===== src/rtl/frame_load_arbiter.sv =====
// Round-robin owner of the word shift chain: grants one requester, gates DEPTH
// shifts from it, then freezes the chain and holds frame_valid until consumed.
module frame_load_arbiter #(
  parameter int W     = 32,
  parameter int NREQ  = 4,
  parameter int DEPTH = 4,
  localparam int OW   = $clog2(NREQ)
) (
  input  logic              clk,
  input  logic              rst,
  input  logic [NREQ-1:0]   req_valid,
  input  logic [NREQ*W-1:0] req_data,
  output logic [NREQ-1:0]   req_ready,
  output logic              shift_en,
  output logic [W-1:0]      shift_data,
  output logic              frame_valid,
  output logic [OW-1:0]     frame_owner,
  input  logic              frame_ready,
  output logic              busy
);

  localparam int CW = $clog2(DEPTH);

  typedef enum logic [1:0] {IDLE, SHIFT, HOLD} state_t;

  state_t          state;
  logic [OW-1:0]   owner;
  logic [OW-1:0]   ptr;
  logic [CW-1:0]   cnt;
  logic [OW-1:0]   grant_idx;
  logic            grant_found;
  logic            xfer;

  // NREQ need not be a power of two, so the wrap is an explicit compare.
  function automatic logic [OW-1:0] wrap_inc(input logic [OW-1:0] v);
    return (v == OW'(NREQ - 1)) ? '0 : v + 1'b1;
  endfunction

  // Scan from ptr downward in reverse so the nearest offset overwrites last.
  always_comb begin
    int            j;
    logic [OW-1:0] cand;
    grant_found = 1'b0;
    grant_idx   = '0;
    j           = 0;
    cand        = '0;
    for (int i = NREQ - 1; i >= 0; i--) begin
      j = int'(ptr) + i;
      if (j >= NREQ) j = j - NREQ;
      cand = OW'(j);
      if (req_valid[cand]) begin
        grant_found = 1'b1;
        grant_idx   = cand;
      end
    end
  end

  assign xfer        = (state == SHIFT) && req_valid[owner];
  assign req_ready   = (state == SHIFT) ? (NREQ'(1) << owner) : '0;
  assign shift_en    = xfer;
  assign shift_data  = xfer ? req_data[owner*W +: W] : '0;
  assign frame_valid = (state == HOLD);
  assign frame_owner = frame_valid ? owner : '0;
  assign busy        = (state != IDLE);

  always_ff @(posedge clk or posedge rst) begin
    if (rst) begin
      state <= IDLE;
      owner <= '0;
      ptr   <= '0;
      cnt   <= '0;
    end else begin
      case (state)
        IDLE: begin
          if (grant_found) begin
            owner <= grant_idx;
            cnt   <= '0;
            state <= SHIFT;
          end
        end
        SHIFT: begin
          if (xfer) begin
            if (cnt == CW'(DEPTH - 1)) begin
              cnt   <= '0;
              state <= HOLD;
            end else begin
              cnt <= cnt + 1'b1;
            end
          end
        end
        HOLD: begin
          if (frame_ready) begin
            ptr   <= wrap_inc(owner);
            state <= IDLE;
          end
        end
        default: state <= IDLE;
      endcase
    end
  end

endmodule

===== config.mk =====
export PLATFORM = sky130hd
export DESIGN_NAME = frame_load_arbiter
export DESIGN_NICKNAME = d
export VERILOG_FILES = /design/src/rtl/frame_load_arbiter.sv
export SDC_FILE = /design/constraint.sdc
export NUM_CORES = 1
export LEC_CHECK = 0
export CAP_MARGIN = 25
export CORE_UTILIZATION = 31
export CTS_CLUSTER_DIAMETER = 150
export DETAILED_ROUTE_END_ITERATION = 12
export PLACE_DENSITY = 0.89
export SLEW_MARGIN = 25
export SYNTH_ARGS = -nofsm -noshare
export SYNTH_HDL_FRONTEND = slang
export SYNTH_SLANG_ARGS = --single-unit

===== constraint.sdc =====
create_clock -name clk -period 6.35 [get_ports clk]
set_clock_uncertainty 0.15 [all_clocks]
set_input_delay 1.27 -clock clk [delete_from_list [all_inputs] [get_ports clk]]
set_output_delay 1.27 -clock clk [all_outputs]
set_load 0.01 [all_outputs]

==> flow_summary.yaml, run 1 <==
floorplanning:
  die_area_mm2: 0.005424
  fp.dieH_um: 73.65
  die_w_um: 73.65
  row_count: 25
  io_pins: 176
  core_area_mm2: 0.004817
  start_util_pct: 33.04
hold_path:
  holdPathEnd: "cnt[1]$_DFFE_PP0P_"
  min_path_type: "reg -> reg"
  hp-start: "cnt[1]$_DFFE_PP0P_"
  whs_path_depth: 2
grt:
  grt_overflow: 0
  antenna_found_initial: 0
  grt_pass1_vias: 1891
  grt_start_max_net_pins: 40
  track_usage_pct: 24.07
  grt_pass1_wl_mm: 9.742
sta:
  fmax_mhz: 208.2
  hold_violations: 0
  fin_crit_ns: 4.803
  tns_ns: 0
  rsz0062_at_grt: "false"
  period_share_pct: 75.64
  slew_viol_final: 0
  tightest_slew_ns: 0.6549
  setup_violations: 0
  hold_ws_ns: 0.3868
  slew_headroom_pct: 56.34
pwr:
  vdd_drop_max_uv: 224.5
  leakage_nw: 1.329
  powerDensity_mw_per_mm2: 302.7
  p_total_w: 0.001031
detailed_routing:
  detail-route-antenna-nets: 0
  drt_pass1_iterations: 4
  drtIter0Drc: 88
  viasPerCell: 5.213
  wirelength_mm: 6.797
  drt-wirelength-per-cell_um: 18.08
  vias: 1960
  post-route-drc-count: 0
clocking:
  postCtsHoldBufs: 0
  cts_root_buf: "clkbuf_8"
  htree_levels: 1
  cts_buffers: 3
  cts.sinks: 8
  cts_resized: 0
  clockBufferDepth: 2
  clock_latency_ns: 0.24
  cts_setup_buffers: 0
  clk_pin_slew_ns: 0.04
  cts_tree: "done"
setup_path:
  critPathKind: "in -> out"
  ff2ff_path_depth: 3
  r2r-end: "cnt[1]$_DFFE_PP0P_"
  critPathLaunch: "req_valid[1]"
  worst_setup_path_start_kind: "input port"
  crit_arrival_ns: 3.38
  required_ns: 4.93
  worstReg2RegStart: "owner[0]$_DFFE_PP0P_"
  crit_path_end_kind: "primary output"
  rrSetupSlack_ns: 4.07
  cp_max_fo: 39
final_layout:
  drive_gt1_share_pct: 14.24
  num_antenna_cells: 0
  final_nets: 450
  syn_to_final_growth_pct: 114.1
placed_design:
  dp_hpwl_mm: 5.529
  port_buffers: 175
  gp_congestion: 0.8992
synth:
  synth_edf_count: 0
  ys_warn_count: 0
  async_flop_share_pct: 100.0
  synth_ff_type: "dfrtp_1"
  ys_seq_area_share_pct: 12.58
  syn_avg_cell_area_um2: 11.13
  synth_common_cells: "and3_1, mux4_2, nand2_1"
  netlist_top_cells_area: "mux4_2, and3_1, dfrtp_1, ha_1, mux4_1"
  yosysUniqueCellTypes: 32
  synth_top_area_share_pct: 43.87
  synthCells: 143
  synth.most_common_cell: "and3_1"
  synth_nets: 283
  synth.cell_area_mm2: 0.001592
  yosys_register_bits: 8
  yosys.area.top_type: "mux4_2"
flow_run:
  max-cap-violations: 0
outcome:
  status: "finished, final reports clean"
-- flip-flops by register name (all words and copies together), names as in the netlist --
| register | flops |
|---|---|
| owner | 2 |
| ptr | 2 |
| cnt | 2 |
| state | 2 |
-- how the worst max path moves through the flow --
stage | slack (ns) | end | cells after the start
3_5_place_dp | 1.57 | shift_data[15] | 4
2_1_floorplan | 2.74 | shift_data[27] | 4
5_1_grt | 1.44 | shift_data[15] | 4
3_3_place_gp | 1.61 | shift_data[13] | 4
6_report | 1.55 | shift_data[13] | 4
4_1_cts | 1.58 | shift_data[15] | 4
-- cell families after synthesis --
logic type,synth area share [%]
simple gates,21.07
buf+inv,7.390
flops,12.58
compound gates,7.154
fa+ha+maj,3.931
mux,47.88
-- cell type report --
class	instances	area (um2)
Tap cell	67	83.83
Sequential cell	8	201.4
Clock buffer	4	45.04
Inverter	7	26.28
Timing Repair Buffer	178	1774
Fill cell	386	1410
Multi-Input combinational cell	112	1276
-- per-stage QoR --
stage | instance area, um2 | instances | utilization, % | setup WS, ns
after floorplan | 1592 | 143 | - | 2.742
after global placement | 3362 | 372 | 69.79 | 1.613
after detailed placement | 3362 | 372 | 69.79 | 1.569
after CTS | 3407 | 376 | 70.73 | 1.580
after global routing | 3407 | 376 | 70.73 | 1.436
final | 3407 | 376 | 70.73 | 1.547
-- report_power, final --
group	internal, W	switching (W)	total, W
sequential	0.0000733	0.0000487	0.000122
combinational	0.000513	0.000329	0.000843
clock	0.0000437	0.0000228	0.0000665
total	0.000630	0.000401	0.00103
-- worst max-delay path: stages --
cell,delay [ns]
clkdlybuf4s50_1,0.55
mux4_2,0.72
and3_1,0.26
clkdlybuf4s50_1,0.57
-- metal layers --
metal  global-route usage (%)  vias up  wire [um]
met4                    8.547        0        202
met1                    27.37      933       2513
met2                    44.44       98       3564
li1                         -      906          -
met3                    4.664       23        517
met5                        0        -          0
-- placed cells by master (no fill, tap or decap), types with 2 or more instances in the layout --
| master | netlist | final |
|---|---|---|
| o22ai_1 | 2 | 2 |
| nand2_1 | 9 | 9 |
| o211ai_2 | 2 | 2 |
| inv_1 | 7 | 7 |
| mux4_1 | 2 | 2 |
| nor2_1 | 5 | 5 |
| clkbuf_8 | 0 | 3 |
| nor2b_1 | 3 | 2 |
| clkdlybuf4s50_1 | 0 | 175 |
| o31ai_1 | 2 | 2 |
| dfrtp_1 | 8 | 7 |
| buf_4 | 1 | 3 |
| mux4_2 | 31 | 31 |
| and3_1 | 32 | 32 |
| ha_1 | 5 | 5 |
| and2_1 | 4 | 4 |
| nand3_1 | 2 | 2 |
Note: power is estimated with default switching activity, not from simulation.
==> inputs of run 2 (changes only) <==
CORE_UTILIZATION = 26   (was 31)
PLACE_DENSITY = 0.79   (was 0.89)
clock period = 4.4 ns   (was 6.35 ns; I/O delays follow)
==> run 2 against run 1 <==
- register-to-register slack lost 1.6 ns
- utilization is 13 points lower
- global-route usage fell by 2.7 points
- critical path depth unchanged
- non-clock buffer count grew 2
- die area rose by 19%
- sequential power grew 18%
- combinational power increased by 49%
- sequential cell count unchanged
- worst hold slack worse by 0.014 ns
- critical path type unchanged
- largest cell class unchanged
==> flow_summary.yaml, run 2 (synthesis gave the netlist of run 1 again) <==
clocking:
  cts.sinks: 8
  clock_latency_ns: 0.22
  cts_buffers: 3
  cts_root_buf: "clkbuf_8"
  postCtsHoldBufs: 0
  cts_resized: 0
  clk_pin_slew_ns: 0.04
  clockBufferDepth: 2
  cts_setup_buffers: 0
  cts_tree: "done"
  htree_levels: 1
grt:
  track_usage_pct: 21.33
  grt_start_max_net_pins: 40
  grt_pass1_vias: 2043
  grt_pass1_wl_mm: 10.38
  grt_overflow: 0
  antenna_found_initial: 0
setup_path:
  required_ns: 3.37
  rrSetupSlack_ns: 2.50
  crit_arrival_ns: 3.00
  crit_path_end_kind: "primary output"
  worstReg2RegStart: "owner[1]$_DFFE_PP0P_"
  ff2ff_path_depth: 4
  critPathKind: "in -> out"
  r2r-end: "cnt[1]$_DFFE_PP0P_"
  worst_setup_path_start_kind: "input port"
  cp_max_fo: 39
sta:
  slew_headroom_pct: 57.28
  period_share_pct: 91.51
  fmax_mhz: 248.4
  setup_violations: 0
  hold_violations: 0
  tightest_slew_ns: 0.6408
  slew_viol_final: 0
  fin_crit_ns: 4.026
  hold_ws_ns: 0.3726
  tns_ns: 0
  rsz0062_at_grt: "false"
final_layout:
  regArea_um2: 201.4
  syn_to_final_growth_pct: 115.6
  num_antenna_cells: 0
  most-common-layout-cells: "clkdlybuf4s50_1, and3_1, mux4_2"
  final_util_pct: 57.97
  multi_input_comb_area_mm2: 0.001276
  final_common_cell: "clkdlybuf4s50_1"
  final_nets: 452
  fillers: 500
  drive_gt1_share_pct: 14.79
  fin_cells: 386
pwr:
  vdd_drop_max_uv: 334.3
  leakage_nw: 1.340
  powerDensity_mw_per_mm2: 435.5
detailed_routing:
  drt_pass1_iterations: 4
  vias: 1974
  detail-route-antenna-nets: 0
  viasPerCell: 5.114
  wirelength_mm: 6.963
  post-route-drc-count: 0
  drt-wirelength-per-cell_um: 18.04
  drtIter0Drc: 43
floorplanning:
  die_area_mm2: 0.006438
  die_w_um: 80.24
  io_pins: 176
  start_util_pct: 26.88
  core_area_mm2: 0.005921
  fp.dieH_um: 80.24
  row_count: 28
placed_design:
  gp_congestion: 0.7574
  port_buffers: 175
  dp_hpwl_mm: 5.712
  dp.cells: 382
outcome:
  status: "finished, final reports clean"
hold_path:
  holdPathEnd: "cnt[1]$_DFFE_PP0P_"
  whs_path_depth: 2
  hp-start: "cnt[1]$_DFFE_PP0P_"
  min_path_type: "reg -> reg"
flow_run:
  max-cap-violations: 0
[run 2: layout make-up]
| type | count | area share [%] |
|---|---|---|
| multi-input combinational | 112 | 37.19 |
| sequential | 8 | 5.869 |
| clock buffer | 4 | 1.312 |
| inverter | 7 | 0.7656 |
| tap | 75 | 2.734 |
| timing repair buffer | 180 | 52.13 |
[run 2: worst max-delay path, cell delays in order]
cell,delay (ns)
clkdlybuf4s50_1,0.55
mux4_2,0.71
and3_1,0.30
clkdlybuf4s50_1,0.54
[run 2: report_power, final]
group / internal (W) / switching (W) / leakage, nW
Combinational: 0.000748 / 0.000513 / 1.22
Sequential: 0.000107 / 0.0000372 / 0.100
Clock: 0.0000627 / 0.0000273 / 0.0228
[run 2: routing by layer]
layer  wire [um]  part of all wire [%]  track usage, %  up-vias
met5           0                     0               0        -
met1        2605                    37           23.23      964
met3         459                   6.6           4.205       14
met4         141                   2.0           6.250        0
met2        3757                    54           41.11       86
li1            -                     -               -      910
[run 2: how the worst max path moves through the flow]
stage / endpoint / startpoint
detailed placement: shift_data[17] / req_valid[1]
floorplan: shift_data[27] / req_valid[3]
global route: shift_data[17] / req_valid[1]
global placement: shift_data[17] / req_valid[1]
finish: shift_data[17] / req_valid[1]
CTS: shift_data[17] / req_valid[1]
[run 2: per-stage QoR]
stage               power (W)  cell area (um2)  setup WS [ns]
finish               0.001495             3432         0.3737
floorplan           0.0008492             1592          1.572
detailed placement   0.001420             3387         0.3704
CTS                  0.001515             3432         0.3675
global placement     0.001401             3387         0.4106
global route         0.001603             3432         0.2875
==> inputs of run 3 (changes only) <==
CAP_MARGIN = 10   (was 25)
==> results of run 3 <==
No change in the layout: final DEF, timing and power equal those of run 2.
